**src/rtl/cpu_multicycle.sv**
```systemverilog
`default_nettype none
// ============================================================================
// cpu_multicycle : FETCH/DECODE/EXEC/WB multicycle CPU with req/valid fetch,
//                  internal register file, ALU and debug register read port.
// Revision       : 1.0
// ============================================================================
module cpu_multicycle #(
  parameter int              DATA_W   = 32,
  parameter int              NUM_REGS = 8,
  parameter int              PC_W     = 32,
  parameter logic [PC_W-1:0] RESET_PC = '0,
  parameter bit              ZERO_R0  = 1'b1
) (
  input  logic                        clk,
  input  logic                        rst,
  output logic                        imem_req,
  output logic [PC_W-1:0]             imem_addr,
  input  logic                        imem_valid,
  input  logic [31:0]                 imem_rdata,
  output logic [PC_W-1:0]             pc,
  output logic                        halted,
  output logic                        illegal,
  output logic                        flag_z,
  output logic                        flag_c,
  input  logic [$clog2(NUM_REGS)-1:0] dbg_raddr,
  output logic [DATA_W-1:0]           dbg_rdata
);

  localparam int REG_AW = $clog2(NUM_REGS);

  localparam logic [7:0] OP_LDI  = 8'h00;
  localparam logic [7:0] OP_MOV  = 8'h01;
  localparam logic [7:0] OP_ADD  = 8'h02;
  localparam logic [7:0] OP_SUB  = 8'h03;
  localparam logic [7:0] OP_AND  = 8'h04;
  localparam logic [7:0] OP_OR   = 8'h05;
  localparam logic [7:0] OP_XOR  = 8'h06;
  localparam logic [7:0] OP_HALT = 8'h0F;

  typedef enum logic [2:0] {
    S_FETCH  = 3'd0,
    S_DECODE = 3'd1,
    S_EXEC   = 3'd2,
    S_WB     = 3'd3,
    S_HALT   = 3'd4
  } state_t;

  state_t              state;
  state_t              state_nx;

  logic [7:0]          op;
  logic [REG_AW-1:0]   rd;
  logic [REG_AW-1:0]   rs1;
  logic [7:0]          imm;
  logic [REG_AW-1:0]   rs2;

  logic [DATA_W-1:0]   opa;
  logic [DATA_W-1:0]   opb;
  logic [DATA_W-1:0]   result;
  logic [DATA_W-1:0]   regs [NUM_REGS];

  logic [DATA_W-1:0]   rf_rs1;
  logic [DATA_W-1:0]   rf_rs2;
  logic [DATA_W:0]     alu_wide;
  logic                op_writes;
  logic                op_sets_flags;
  logic                op_known;
  logic                rf_we;
  logic                unused_fields;

  // Register fields are 8 bits wide in the encoding; only the low REG_AW bits select.
  assign unused_fields = ^{imem_rdata[23:16], imem_rdata[15:8]};

  assign rs2           = imm[REG_AW-1:0];
  assign op_writes     = (op <= OP_XOR);
  assign op_sets_flags = (op >= OP_ADD) && (op <= OP_XOR);
  assign op_known      = op_writes || (op == OP_HALT);
  assign rf_we         = (state == S_WB) && op_writes && !(ZERO_R0 && (rd == '0));

  assign rf_rs1    = (ZERO_R0 && (rs1 == '0))       ? '0 : regs[rs1];
  assign rf_rs2    = (ZERO_R0 && (rs2 == '0))       ? '0 : regs[rs2];
  assign dbg_rdata = (ZERO_R0 && (dbg_raddr == '0)) ? '0 : regs[dbg_raddr];
  assign imem_addr = pc;

  // Extra MSB carries ADD carry-out, or SUB borrow (set iff opa < opb).
  always_comb begin
    alu_wide = '0;
    case (op)
      OP_LDI:  alu_wide = {1'b0, DATA_W'(imm)};
      OP_MOV:  alu_wide = {1'b0, opa};
      OP_ADD:  alu_wide = {1'b0, opa} + {1'b0, opb};
      OP_SUB:  alu_wide = {1'b0, opa} - {1'b0, opb};
      OP_AND:  alu_wide = {1'b0, opa & opb};
      OP_OR:   alu_wide = {1'b0, opa | opb};
      OP_XOR:  alu_wide = {1'b0, opa ^ opb};
      default: alu_wide = '0;
    endcase
  end

  always_comb begin
    state_nx = state;
    imem_req = 1'b0;
    illegal  = 1'b0;
    halted   = 1'b0;
    case (state)
      S_FETCH: begin
        imem_req = 1'b1;
        if (imem_valid) state_nx = S_DECODE;
      end
      S_DECODE: state_nx = S_EXEC;
      S_EXEC:   state_nx = S_WB;
      S_WB: begin
        illegal  = !op_known;
        state_nx = (op == OP_HALT) ? S_HALT : S_FETCH;
      end
      S_HALT: begin
        halted   = 1'b1;
        state_nx = S_HALT;
      end
      default: state_nx = S_FETCH;
    endcase
  end

  always_ff @(posedge clk or negedge rst) begin
    if (!rst) begin
      state <= S_FETCH;
    end else begin
      state <= state_nx;
    end
  end

  always_ff @(posedge clk or negedge rst) begin
    if (!rst) begin
      pc     <= RESET_PC;
      op     <= '0;
      rd     <= '0;
      rs1    <= '0;
      imm    <= '0;
      opa    <= '0;
      opb    <= '0;
      result <= '0;
      flag_z <= 1'b0;
      flag_c <= 1'b0;
    end else begin
      case (state)
        S_FETCH: begin
          if (imem_valid) begin
            op  <= imem_rdata[31:24];
            rd  <= imem_rdata[16 +: REG_AW];
            rs1 <= imem_rdata[8 +: REG_AW];
            imm <= imem_rdata[7:0];
          end
        end
        S_DECODE: begin
          opa <= rf_rs1;
          opb <= rf_rs2;
        end
        S_EXEC: begin
          result <= alu_wide[DATA_W-1:0];
          if (op_sets_flags) begin
            flag_z <= (alu_wide[DATA_W-1:0] == '0);
            flag_c <= alu_wide[DATA_W];
          end
        end
        S_WB: begin
          pc <= pc + PC_W'(4);
        end
        default: ;
      endcase
    end
  end

  // Writes land at the WB->FETCH edge, so the next DECODE already sees them.
  always_ff @(posedge clk or negedge rst) begin
    if (!rst) begin
      for (int i = 0; i < NUM_REGS; i++) begin
        regs[i] <= '0;
      end
    end else if (rf_we) begin
      regs[rd] <= result;
    end
  end

endmodule
`default_nettype wire
```
**config.mk**
```make
export PLATFORM = sky130hd
export DESIGN_NAME = cpu_multicycle
export DESIGN_NICKNAME = d
export VERILOG_FILES = /design/src/rtl/cpu_multicycle.sv
export SDC_FILE = /design/constraint.sdc
export NUM_CORES = 1
export LEC_CHECK = 0
export ABC_AREA = 1
export CAP_MARGIN = 0
export CELL_PAD_IN_SITES_DETAIL_PLACEMENT = 1
export CELL_PAD_IN_SITES_GLOBAL_PLACEMENT = 2
export CORE_AREA = 2 2 277 279
export DETAILED_ROUTE_END_ITERATION = 8
export DIE_AREA = 0 0 279 281
export DONT_BUFFER_PORTS = 1
export HOLD_SLACK_MARGIN = 0.06
export PLACE_DENSITY = 0.81
export RECOVER_POWER = 100
export SLEW_MARGIN = 15
export SYNTH_ARGS = -nofsm -noshare
export SYNTH_HDL_FRONTEND = slang
export SYNTH_SLANG_ARGS = --single-unit
```
**constraint.sdc**
```tcl
create_clock -name clk -period 6.05 [get_ports clk]
set_input_delay 1.21 -clock clk [delete_from_list [all_inputs] [get_ports clk]]
set_output_delay 1.21 -clock clk [all_outputs]
set_load 0.02 [all_outputs]
```
==> results.txt, run 1 <==
The flow ran to the end, but the final reports show violations. The checks that failed: capacitance limit, slew limit. The number of global-route vias before repair is 24900. The worst setup path is launched from an input pin. The layout cell share with drive strength beyond 1 came out at 3.96%. The run gives 25.9% as the global-route total usage across every layer.

The depth of the worst register-to-register path came out at 7. In this run the count of I/O pins placed on the die edge is 139. During placement, the flow inserted port buffers numbering 0. The worst setup path is of the in -> out kind.

The category of the worst setup path capture point is an output port. The die is 279 microns wide. The number of gates resized after CTS was 0.

The cell area after synthesis came out at 0.0262 sq mm. Buffers inserted to repair hold after CTS numbered 0. The proportion of netlist area held by the largest area contributor came out at 39.1%. The reg2reg setup slack came out at 0.78 ns. Setup violations remaining at the end of the flow were counted as 0. Max-cap violations in this run came to 11. Data on the critical path arrives at its endpoint at 4.22 ns. The most common library cell in the layout ignoring fill and taps is sky130_fd_sc_hd__nand2_1.

The total area inside the core boundary comes to 0.0754 sq mm. The tools report the launch point of the worst reg-to-reg path as imm[0]. The total number of vias came out at 24800. Across the VDD grid, the largest voltage drop is 0.297 mV. In the layout the commonest cells are 827 x sky130_fd_sc_hd__nand2_1, 546 x sky130_fd_sc_hd__o21ai_0, 411 x sky130_fd_sc_hd__inv_1. The largest net degree at the start of global routing is 410. The reported leakage power is 0.0126 uW, and the synthesized area divided by synthesized cell count is 7.17 sq um. Among all flip-flop cells after synthesis, the most frequent one is sky130_fd_sc_hd__dfrtp_1.

The number of different library cells used by synthesis comes to 53. The final routed wirelength across all metal layers is 102 mm, and the number of cells produced by synthesis is 3650. The clock root buffer master is sky130_fd_sc_hd__clkbuf_16.

Power spread over the standard cell area amounts to 435 mW/mm^2. Of all nets on the critical path, the largest fanout is 181. The clock reaches the later pin of the worst-skew pair after 0.61 ns. The average via count per standard cell was 5.52.

The final cycle utilization of the critical path was 89.8%. Buffers added to address setup during post-CTS repair amount to 0. The clock tree buffer depth came out at 3.

The floorplan step defined a die boundary enclosing 0.0784 sq mm. Counting every sink on the clock net gives 409. The register bit total from synthesis is 409. The clock arrives with 0.0293 ns of skew. The transition at the pin with the smallest max-transition slack is 3.80 ns. After detailed routing, the average wire length per cell comes to 22.7 microns. The first routing iteration left 2003 violations. The pre-antenna-repair detailed-routing pass consisted of 5 iterations. The total count of max-transition violations in the final report was 571.

The wire-length estimate of the detail-placed layout is 66.6 mm. Headroom to the max-slew limit came out at -153%. Based on the critical path, the design can be clocked at up to 184 MHz. The logs give 3610 for the number of nets in the finished design and 0 for the synthesis warning total.

Compared with the post-synthesis result, the final layout area differs by 6.68%. In this run the critical register-to-register path is captured at opb[1]. The first global-routing pass estimated 155 mm of wire. Once the floorplan was initialized, standard cells occupied 34.7% of the core. The run gives 0.0102 sq mm as the combined flip-flop and latch cell area.

The signal on the critical path passes through inv_1 > clkbuf_2 > o21ai_0 > nand3_1 > nand2_1 > a31oi_1. For this run the aggregate overflow at the end of global routing stands at 0. The worst stage delay on the critical path came out at 1.13 ns. The cell type with the largest total area after synthesis is sky130_fd_sc_hd__dfrtp_1. Summing all multi-input logic gate instances after layout gives 0.0131 sq mm. The sequential fraction of the synthesis area came out at 39.1%.

Count of endpoints failing hold in the final timing report: 0. The async set-or-reset flop fraction in the synthesized netlist is 100%. The die boundary height is 281 microns, and the CTS H-tree depth is 2. Counting flops with a built-in enable in the synthesized netlist gives 0. The number of antenna-violating nets in the routed design came out at 0. TritonCTS built the clock tree. The run gives 0 as the number of DRC violations after detailed routing.

Class of the worst hold path: in -> async. The critical-path cell with the highest stage delay was sky130_fd_sc_hd__inv_1. The final critical delay including setup and external delays is 5.43 ns. The run gives 0 ns as the setup TNS after final layout. Clock-pin slew was measured on the worst setup and hold paths at 0.05 ns.

Total number of placement rows: 101. The filler cells instantiated in the layout total 9345. Setup repair after global routing left no endpoint under its margin. Data on the critical path is required at its endpoint by 4.84 ns. By area the synthesized netlist is led by sky130_fd_sc_hd__dfrtp_1 39%, sky130_fd_sc_hd__nand2_1 12%, sky130_fd_sc_hd__o21ai_0 6.3%.

For the placer congestion estimate, the log shows 0.883. For this run, the share of the core covered by cells in the final layout is 37.0%. For the number of antenna violations at the first check in global routing, the log shows 5. The total clock buffers created by CTS was 46.
==> cell families after synthesis <==
| logic type | count (synthesis) | synth area share (%) |
|---|---|---|
| DFF | 409 | 39.1 |
| adders and majority gates | 99 | 4.76 |
| other | 1 | 0.0143 |
| buffers and inverters | 688 | 10.5 |
| xor gates and xnor gates | 59 | 1.97 |
| AOI/OAI and AO/OA | 1059 | 22.0 |
| and+or+nand+nor | 1330 | 21.4 |
| muxes | 5 | 0.215 |
==> report_power, final <==
part | internal [uW] | leakage [uW] | switching [uW] | total, uW
clock network | 1670 | 0.000761 | 1230 | 2900
logic | 1590 | 0.00628 | 4100 | 5680
registers | 3050 | 0.00553 | 508 | 3560
==> flip-flops by register name (all words and copies together), names as in the netlist <==
name / flops
rd: 3
result: 32
state: 3
op: 8
flag_z: 1
regs: 256
imem_addr: 30
rs1: 3
imm: 8
opa: 32
opb: 32
flag_c: 1
==> routing by layer <==
layer  share of wire, %  routed length (microns)  up-vias  GRT usage, %
met5              0.013                       13        -             0
met2                 45                    46100      626          41.6
met4                2.8                     2840        2          7.75
met1                 45                    46300    12300          35.3
li1                   -                        -    11700             -
met3                6.5                     6590      164          5.20
==> stage by stage <==
step                      hold slack [ns]  cells  worst slack, ns  power (uW)  instance area (sq um)
after detailed placement            0.362   4403             1.45        9260                  26600
after global placement              0.360   4403             1.50        9150                  26600
after CTS                           0.287   4488             1.45       12200                  28100
after floorplan                     0.424   3653             2.16        7200                  26200
after global routing                0.298   4488            0.498       13000                  27900
final                               0.327   4489            0.617       12100                  27900
==> worst max-delay path by stage <==
stage	startpoint	endpoint	slack (ns)	cells past startpoint
global route	dbg_raddr[0]	dbg_rdata[19]	0.50	6
finish	dbg_raddr[0]	dbg_rdata[19]	0.62	6
floorplan	dbg_raddr[0]	dbg_rdata[5]	2.16	9
CTS	opb[0]	flag_z	1.45	25
detailed placement	opb[0]	flag_z	1.45	25
global placement	opb[0]	flag_z	1.50	25
==> layout make-up <==
type | instances | share of cell area [%]
clock inverters | 17 | 0.654
repair buffers | 35 | 0.869
diodes | 1 | 0.00896
inverters | 425 | 5.71
well taps | 978 | 4.38
multi-input cells | 2556 | 46.9
clock buffers | 68 | 4.81
flip-flops and latches | 409 | 36.7
==> worst max-delay path, delay by kind of cell <==
family,cells,cell delay [ns]
compound gates,2,0.83
buf+inv,2,1.95
simple gates,2,0.16
==> synthesized netlist by cell type (13+ instances only) <==
| cell | n |
|---|---|
| sky130_fd_sc_hd__nand2_1 | 828 |
| sky130_fd_sc_hd__dfrtp_1 | 409 |
| sky130_fd_sc_hd__inv_1 | 403 |
| sky130_fd_sc_hd__o21ai_0 | 329 |
| sky130_fd_sc_hd__a21oi_1 | 290 |
| sky130_fd_sc_hd__o21ai_1 | 255 |
| sky130_fd_sc_hd__nor2_1 | 224 |
| sky130_fd_sc_hd__clkbuf_1 | 182 |
| sky130_fd_sc_hd__nand3_1 | 171 |
| sky130_fd_sc_hd__ha_1 | 98 |
| sky130_fd_sc_hd__o211ai_1 | 70 |
| sky130_fd_sc_hd__xor2_1 | 47 |
| sky130_fd_sc_hd__buf_2 | 40 |
| sky130_fd_sc_hd__a31oi_1 | 35 |
| sky130_fd_sc_hd__buf_4 | 34 |
| sky130_fd_sc_hd__nand4_1 | 32 |
| sky130_fd_sc_hd__nor3_1 | 26 |
| sky130_fd_sc_hd__o2111ai_1 | 23 |
| sky130_fd_sc_hd__inv_2 | 18 |
| sky130_fd_sc_hd__a211oi_1 | 13 |
Note: power is estimated with default switching activity, not from simulation.
==> run 2, diff against run 1 <==
Settings changed: CORE_AREA 2 2 277 279 to 2 2 390 199, DIE_AREA 0 0 279 281 to 0 0 392 201.
==> run 2 against run 1 <==
Net effect:
- the run still ends with capacitance limit, slew limit left
- critical endpoint is now dbg_rdata[5]
- sequential share of layout area shrank 0.23 points
- final area rose by 0.63%
- routed wire length increased by 7.1%
- cell count grew 1.3%
- highest routed layer is now met4
- critical path type unchanged
- sequential power grew 2%
==> results.txt, run 2 (synthesized netlist as in run 1, its figures left out) <==
The number of global-route vias before repair came out at 24800 (was 24900). The post-CTS clock slew at the launch and capture registers of the worst setup and hold paths works out to 0.08 ns (was 0.05 ns). Largest net degree at the start of global routing: 410 (unchanged). The final clock skew was 0.0326 ns (was 0.0293 ns); the final antenna diode count was 0 (was 1). Share of the core filled with cells: 37.0% (about the same). The launch point of the worst reg-to-reg path was state[1] (was imm[0]). Post-CTS setup repair buffer count: 0 (unchanged).

The signal arrival time at the worst endpoint came out at 4.08 ns (was 4.22 ns). The tools report the final routed wirelength across all metal layers as 109 mm (was 102 mm). The number of input and output port buffers inserted was 0 (unchanged). The placer congestion estimate is 0.881 (was 0.883), and the depth of the worst register-to-register path is 6 (was 7).

For the worst slew margin relative to its limit, the log shows -112% (was -153%). The category of the worst setup path capture point is an output port (unchanged). The run gives 24.0% (was 23.9%) as the clock share of power.

The final critical delay including setup and external delays works out to 5.29 ns (was 5.43 ns). Setup repair after global routing left no endpoint under its margin. The tools report the total setup violations reported at the end of the flow as 0 (unchanged). The average via count per standard cell came out at 5.55 (was 5.52). The start-to-end type of the worst setup path was in -> out (unchanged). Highest-count cells in the layout ignoring fill and taps: 826 x sky130_fd_sc_hd__nand2_1, 548 x sky130_fd_sc_hd__o21ai_0, 407 x sky130_fd_sc_hd__inv_1, 407 x sky130_fd_sc_hd__dfrtp_1, 290 x sky130_fd_sc_hd__a21oi_1 (was 827 x sky130_fd_sc_hd__nand2_1, 546 x sky130_fd_sc_hd__o21ai_0, 411 x sky130_fd_sc_hd__inv_1). The class of the worst hold path was in -> async (unchanged).

The total count of max-transition violations in the final report was 839 (was 571). The final instance count without filler cells is 4547 (was 4489), and the setup TNS after final layout is 0 ns (unchanged). The run gives 6160 uW (was 5840 uW) as the switching power.

The kind of launch point of the worst setup path is an input pin (unchanged). The run gives 0 (unchanged) as the post-cts gate resize count. Internal power summed over all cells: 6400 uW (was 6300 uW). The cts-stage hold buffer count was 0 (unchanged); the transition at the pin with the smallest max-transition slack was 3.18 ns (was 3.80 ns). The total clock buffers created by CTS was 42 (was 46); the first-pass GRT wire length was 164 mm (was 155 mm). The total half-perimeter wirelength after legalization and detailed placement is 72.6 mm (was 66.6 mm).

The layout filler cell count was 9592 (was 9345); the number of antenna violations at the first check in global routing was 3 (was 5). Total number of vias: 25200 (was 24800). For the cell area after placement, the log shows 0.0267 sq mm (was 0.0266 sq mm). The clock tree buffer depth is 3 (unchanged).

The global-route total usage across every layer was 27.4% (was 25.9%); the width of the die was 392 microns (was 279 microns). The die boundary height is 201 microns (was 281 microns), and the number of sinks driven by the clock tree is 409 (unchanged). The power per unit of standard cell area was 447 mW/mm^2 (was 435 mW/mm^2). Violated checks: capacitance limit, slew limit (unchanged).

Final cycle utilization of the critical path: 87.4% (was 89.8%). The reg2reg setup slack was 0.77 ns (was 0.78 ns). The number of DRC markers in iteration 0 was 2549 (was 2003). The flow ran to the end, but the final reports show violations. The CTS H-tree depth was 2 (unchanged). The register with the most flip-flops is regs (unchanged). The sum of overflow across all layers after global routing came out at 0 (unchanged). The logs give 4.84 ns (about the same) for the required arrival time at the worst endpoint and 0.0126 uW (about the same) for the reported leakage power. The number of top-level pins came out at 139 (unchanged). The run gives 0 (unchanged) as the number of DRC violations after detailed routing. The tools report the clock latency reported for the late side of the worst-skew pair as 0.61 ns (about the same). The average wire per cell in the routed design is 24.0 microns (was 22.7 microns).

The count of endpoints failing hold in the final timing report came out at 0 (unchanged). The capture point of the worst reg-to-reg path was opa[5] (was opb[1]). For the number of max-capacitance violations reported, the log shows 10 (was 11). The logs give 5 (unchanged) for the number of search-and-repair iterations in the first detailed-routing pass and 4469 (was 4403) for the placed instance count. The number of flip-flops in the largest register was 256 (unchanged). The maximum net fanout on the critical path works out to 181 (unchanged). The core footprint was 0.0759 sq mm (was 0.0754 sq mm); the worst ir drop on vdd was 0.267 mV (was 0.297 mV).

The layout cell share with drive strength beyond 1 came out at 4.36% (was 3.96%). The run gives 28.9% (was 29.3%) as the sequential cell fraction of total power. The total number of placement rows is 72 (was 101). Most common library cell in the layout ignoring fill and taps: sky130_fd_sc_hd__nand2_1 (unchanged). For the combinational share of power, the log shows 47.1% (was 46.8%). The total die area is 0.0788 sq mm (was 0.0784 sq mm).

TritonCTS built the clock tree. The clock root buffer master was sky130_fd_sc_hd__clkbuf_16 (unchanged). The tools report the post-route cell area as 0.0281 sq mm (was 0.0279 sq mm). The number of nets in the finished design came out at 3614 (was 3610). The top achievable clock speed is 189 MHz (was 184 MHz). The starting utilization of the core area is 34.5% (was 34.7%), and the switching part of the total is 49.1% (was 48.1%). The launching element of the worst setup path was dbg_raddr[0] (unchanged).

The signed area change from the synthesized netlist to the final layout was 7.36% (was 6.68%); the number of antenna-violating nets in the routed design was 0 (unchanged).
-- run 2: layout make-up --
cell class | instances | area (sq um) | share of cell area (%)
inverter | 425 | 1600 | 5.68
clock buffer | 60 | 1250 | 4.45
timing repair buffer | 43 | 314 | 1.12
sequential | 409 | 10200 | 36.4
multi-input combinational | 2556 | 13100 | 46.7
tap | 1036 | 1300 | 4.61
clock inverter | 18 | 293 | 1.04
-- run 2: power by group through the flow --
stage          clock [uW]  sequential, uW  combinational [uW]
2_1_floorplan           0            3350                3850
3_3_place_gp            0            3660                5640
3_5_place_dp            0            3670                5750
4_1_cts              3060            3620                5780
5_1_grt              3160            3670                6480
6_report             3020            3620                5910
-- run 2: worst max path at each step --
stage | endpoint | slack (ns) | cells past startpoint
after floorplan | dbg_rdata[5] | 2.16 | 9
after global placement | flag_z | 1.50 | 27
after detailed placement | flag_z | 1.37 | 25
after CTS | flag_z | 1.34 | 23
after global routing | flag_z | 0.47 | 25
final | dbg_rdata[5] | 0.76 | 5
-- run 2: critical path: stages --
cell and delay (ns):
sky130_fd_sc_hd__inv_1 1.36, sky130_fd_sc_hd__nand3_2 0.68, sky130_fd_sc_hd__buf_12 0.42, sky130_fd_sc_hd__nand2_1 0.15, sky130_fd_sc_hd__a31oi_1 0.15
-- run 2: through the flow --
stage                     total power, uW  hold WS, ns  setup WS [ns]
after floorplan                      7200        0.424           2.16
after global placement               9300        0.360           1.50
after detailed placement             9420        0.362           1.37
after CTS                           12500        0.305           1.34
after global routing                13300        0.296          0.473
final                               12600        0.314          0.763
-- run 2: per-layer routing --
metal / track usage, % / part of all wire, % / up-vias
met5: 0 / 0 / -
met4: 5.33 / 1.8 / 0
met3: 4.08 / 7.5 / 102
met2: 36.8 / 39 / 901
met1: 45.0 / 52 / 12600
li1: - / - / 11700
==> run 3, diff against run 2 <==
Settings changed: CAP_MARGIN 0 to not set, CORE_AREA 2 2 390 199 to 2 2 365 186, DIE_AREA 0 0 392 201 to 0 0 367 188, PLACE_DENSITY 0.81 to 0.9.
==> run 3 against run 2 <==
Net effect:
- the run still ends with capacitance limit, slew limit left
- worst hold slack better by 0.0085 ns
- global-route usage is 3.1 points higher
- largest cell class unchanged
- register-to-register slack worse by 0.05 ns
- combinational power is 2% higher
- highest routed layer unchanged
- power is 1.7% lower
- core utilization is 4.9 points higher
- critical endpoint is now dbg_rdata[26]
- clock-buffer cell count is 3 lower
- fmax is 4.7% lower
==> results.txt, run 3 (synthesized netlist as in run 1, its figures left out) <==
The width of the die came out at 367 microns (was 392 microns). The total number of vias came out at 25600 (was 25200). The kind of cell adding the most delay to the critical path was buffers and inverters (unchanged). The run finished, with violations left.

Die boundary height: 188 microns (was 201 microns). For the layout filler cell count, the log shows 8407 (was 9592). The required arrival time at the worst endpoint is 4.84 ns (about the same). For the total setup violations reported at the end of the flow, the log shows 0 (unchanged).

The worst slew margin relative to its limit is -89.1% (was -112%). The signed area change from the synthesized netlist to the final layout works out to 5.86% (was 7.36%). The clock root buffer master is sky130_fd_sc_hd__clkbuf_16 (unchanged). The signal arrival time at the worst endpoint came out at 4.34 ns (was 4.08 ns). Critical-path cell with the highest stage delay: sky130_fd_sc_hd__clkbuf_1 (was sky130_fd_sc_hd__inv_1). The clock latency reported for the late side of the worst-skew pair is 0.59 ns (was 0.61 ns), and the number of DRC markers in iteration 0 is 2913 (was 2549). The total half-perimeter wirelength after legalization and detailed placement was 70.6 mm (was 72.6 mm); the post-cts gate resize count was 0 (unchanged). The post-CTS setup repair buffer count came out at 0 (unchanged). Global-route total usage across every layer: 30.5% (was 27.4%). The average wire per cell in the routed design came out at 24.2 microns (was 24.0 microns). Starting utilization of the core area: 39.6% (was 34.5%).

Number of DRC violations after detailed routing: 0 (unchanged). The run gives 24900 (was 24800) as the number of global-route vias before repair. The sum of overflow across all layers after global routing came out at 0 (unchanged). The tools report the kind of launch point of the worst setup path as an input pin (unchanged). The run gives 0 (unchanged) as the number of antenna-violating nets in the routed design. The total power draw was 12300 uW (was 12600 uW). Register with the most flip-flops: regs (unchanged). The final cycle utilization of the critical path works out to 91.7% (was 87.4%). The total clock buffers created by CTS is 41 (was 42), and the detailed route wirelength on metal2 is 42.3 mm (was 42.5 mm).

The top achievable clock speed is 180 MHz (was 189 MHz). Highest-count cells in the layout ignoring fill and taps: 827 x sky130_fd_sc_hd__nand2_1, 552 x sky130_fd_sc_hd__o21ai_0, 407 x sky130_fd_sc_hd__dfrtp_1 (was 826 x sky130_fd_sc_hd__nand2_1, 548 x sky130_fd_sc_hd__o21ai_0, 407 x sky130_fd_sc_hd__inv_1, 407 x sky130_fd_sc_hd__dfrtp_1, 290 x sky130_fd_sc_hd__a21oi_1). Worst stage delay on the critical path: 1.49 ns (was 1.36 ns). The post-CTS clock slew at the launch and capture registers of the worst setup and hold paths is 0.08 ns (about the same), and the transition at the pin with the smallest max-transition slack is 2.84 ns (was 3.18 ns). The total buffers and inverters traversed by the critical path was 2 (unchanged). The number of antenna violations at the first check in global routing was 2 (was 3). For the total number of placement rows, the log shows 67 (was 72). The power per unit of standard cell area was 446 mW/mm^2 (was 447 mW/mm^2); the total die area was 0.0690 sq mm (was 0.0788 sq mm). The tools report the CTS H-tree depth as 2 (unchanged). Setup repair after global routing left no endpoint under its margin.

The tools report the worst ir drop on vdd as 0.336 mV (was 0.267 mV). The average via count per standard cell is 5.82 (was 5.55). The cts-stage hold buffer count was 0 (unchanged); the number of search-and-repair iterations in the first detailed-routing pass was 5 (unchanged). TritonCTS built the clock tree. The number of flip-flops in the largest register came out at 256 (unchanged). The tools report the number of nets in the finished design as 3611 (was 3614). Ordered list of cells on the worst path: inv_1 > nand3_1 > clkbuf_1 > nand2_1 > a31oi_1 (was inv_1 > nand3_2 > buf_12 > nand2_1 > a31oi_1). The cell depth of the worst setup path is 5 (unchanged).

The reported leakage power was 0.0125 uW (was 0.0126 uW). The setup TNS after final layout is 0 ns (unchanged). Highest signal layer in the routed design: met4 (unchanged).

The core footprint is 0.0661 sq mm (was 0.0759 sq mm), and the final critical delay including setup and external delays is 5.55 ns (was 5.29 ns). The layout cell share with drive strength beyond 1 is 4.03% (was 4.36%), and the final clock skew is 0.0234 ns (was 0.0326 ns). The count of endpoints failing hold in the final timing report came out at 0 (unchanged).

The clock tree buffer depth is 3 (unchanged). Amount of wire on met3 after detailed routing: 10.5 mm (was 8.13 mm). The largest net degree at the start of global routing came out at 410 (unchanged). The routed length on met1 is 51.7 mm (was 56.5 mm).

Class of the worst hold path: in -> async (unchanged). The number of input and output port buffers inserted came out at 0 (unchanged). The total count of max-transition violations in the final report was 753 (was 839).

The category of the worst setup path capture point is an output port (unchanged). The number of max-capacitance violations reported was 12 (was 10). The final routed wirelength across all metal layers came out at 107 mm (was 109 mm).

Most common library cell in the layout ignoring fill and taps: sky130_fd_sc_hd__nand2_1 (unchanged). The first-pass GRT wire length was 161 mm (was 164 mm); the maximum net fanout on the critical path was 91 (was 181). Violated checks: capacitance limit, slew limit (unchanged). The placer congestion estimate is 0.918 (was 0.881). The depth of the worst register-to-register path came out at 5 (was 6).

The start-to-end type of the worst setup path was in -> out (unchanged). The number of sinks driven by the clock tree is 409 (unchanged), and the number of top-level pins is 139 (unchanged).
==> run 3: metal layers <==
layer  GRT usage (%)  up-vias
li1                -    11700
met1            47.4    12600
met2            42.5     1148
met3            6.97      149
met4            5.96        0
met5               0        -
==> run 3: worst paths after layout <==
kind / startpoint / slack [ns] / to
max in group asynchronous: rst / 4.26 / imm[0]
min: rst / 0.32 / opb[25]
min in group clk: regs[252] / 0.37 / regs[252]
min reg2reg: regs[252] / 0.37 / regs[252]
max: dbg_raddr[1] / 0.50 / dbg_rdata[26]
max reg2reg: state[1] / 0.72 / opb[31]
==> run 3: cell type report <==
| type | instances | area [sq um] | area share, % |
|---|---|---|---|
| multi-input cells | 2556 | 13100 | 47.3 |
| flip-flops and latches | 409 | 10200 | 37.0 |
| inverters | 425 | 1600 | 5.76 |
| clock buffers | 57 | 1200 | 4.33 |
| well taps | 897 | 1120 | 4.05 |
| repair buffers | 41 | 269 | 0.971 |
| clock inverters | 15 | 184 | 0.664 |
| diodes | 1 | 2.50 | 0.00903 |
==> run 3: metrics by stage <==
step / cell area [sq um] / utilization [%] / cells / setup slack, ns / hold WS (ns)
2_1_floorplan: 26200 / - / 3653 / 2.16 / 0.424
3_3_place_gp: 26500 / 40.1 / 4328 / 1.17 / 0.360
3_5_place_dp: 26500 / 40.1 / 4328 / 1.03 / 0.362
4_1_cts: 27900 / 42.2 / 4400 / 1.02 / 0.317
5_1_grt: 27700 / 41.9 / 4400 / 0.484 / 0.311
6_report: 27700 / 41.9 / 4401 / 0.502 / 0.323
==> run 3: worst register-to-register path, stage by stage (launching register included) <==
cell,delay [ns]
sky130_fd_sc_hd__dfrtp_1,0.46
sky130_fd_sc_hd__nor3_4,0.18
sky130_fd_sc_hd__clkbuf_2,1.94
sky130_fd_sc_hd__inv_1,1.76
sky130_fd_sc_hd__a31oi_1,0.63
sky130_fd_sc_hd__a32oi_1,0.16
==> run 3: power by group <==
part           leakage (uW)  internal [uW]  switching [uW]
logic               0.00630           1600            4420
clock network      0.000681           1560            1210
registers           0.00553           3050             513
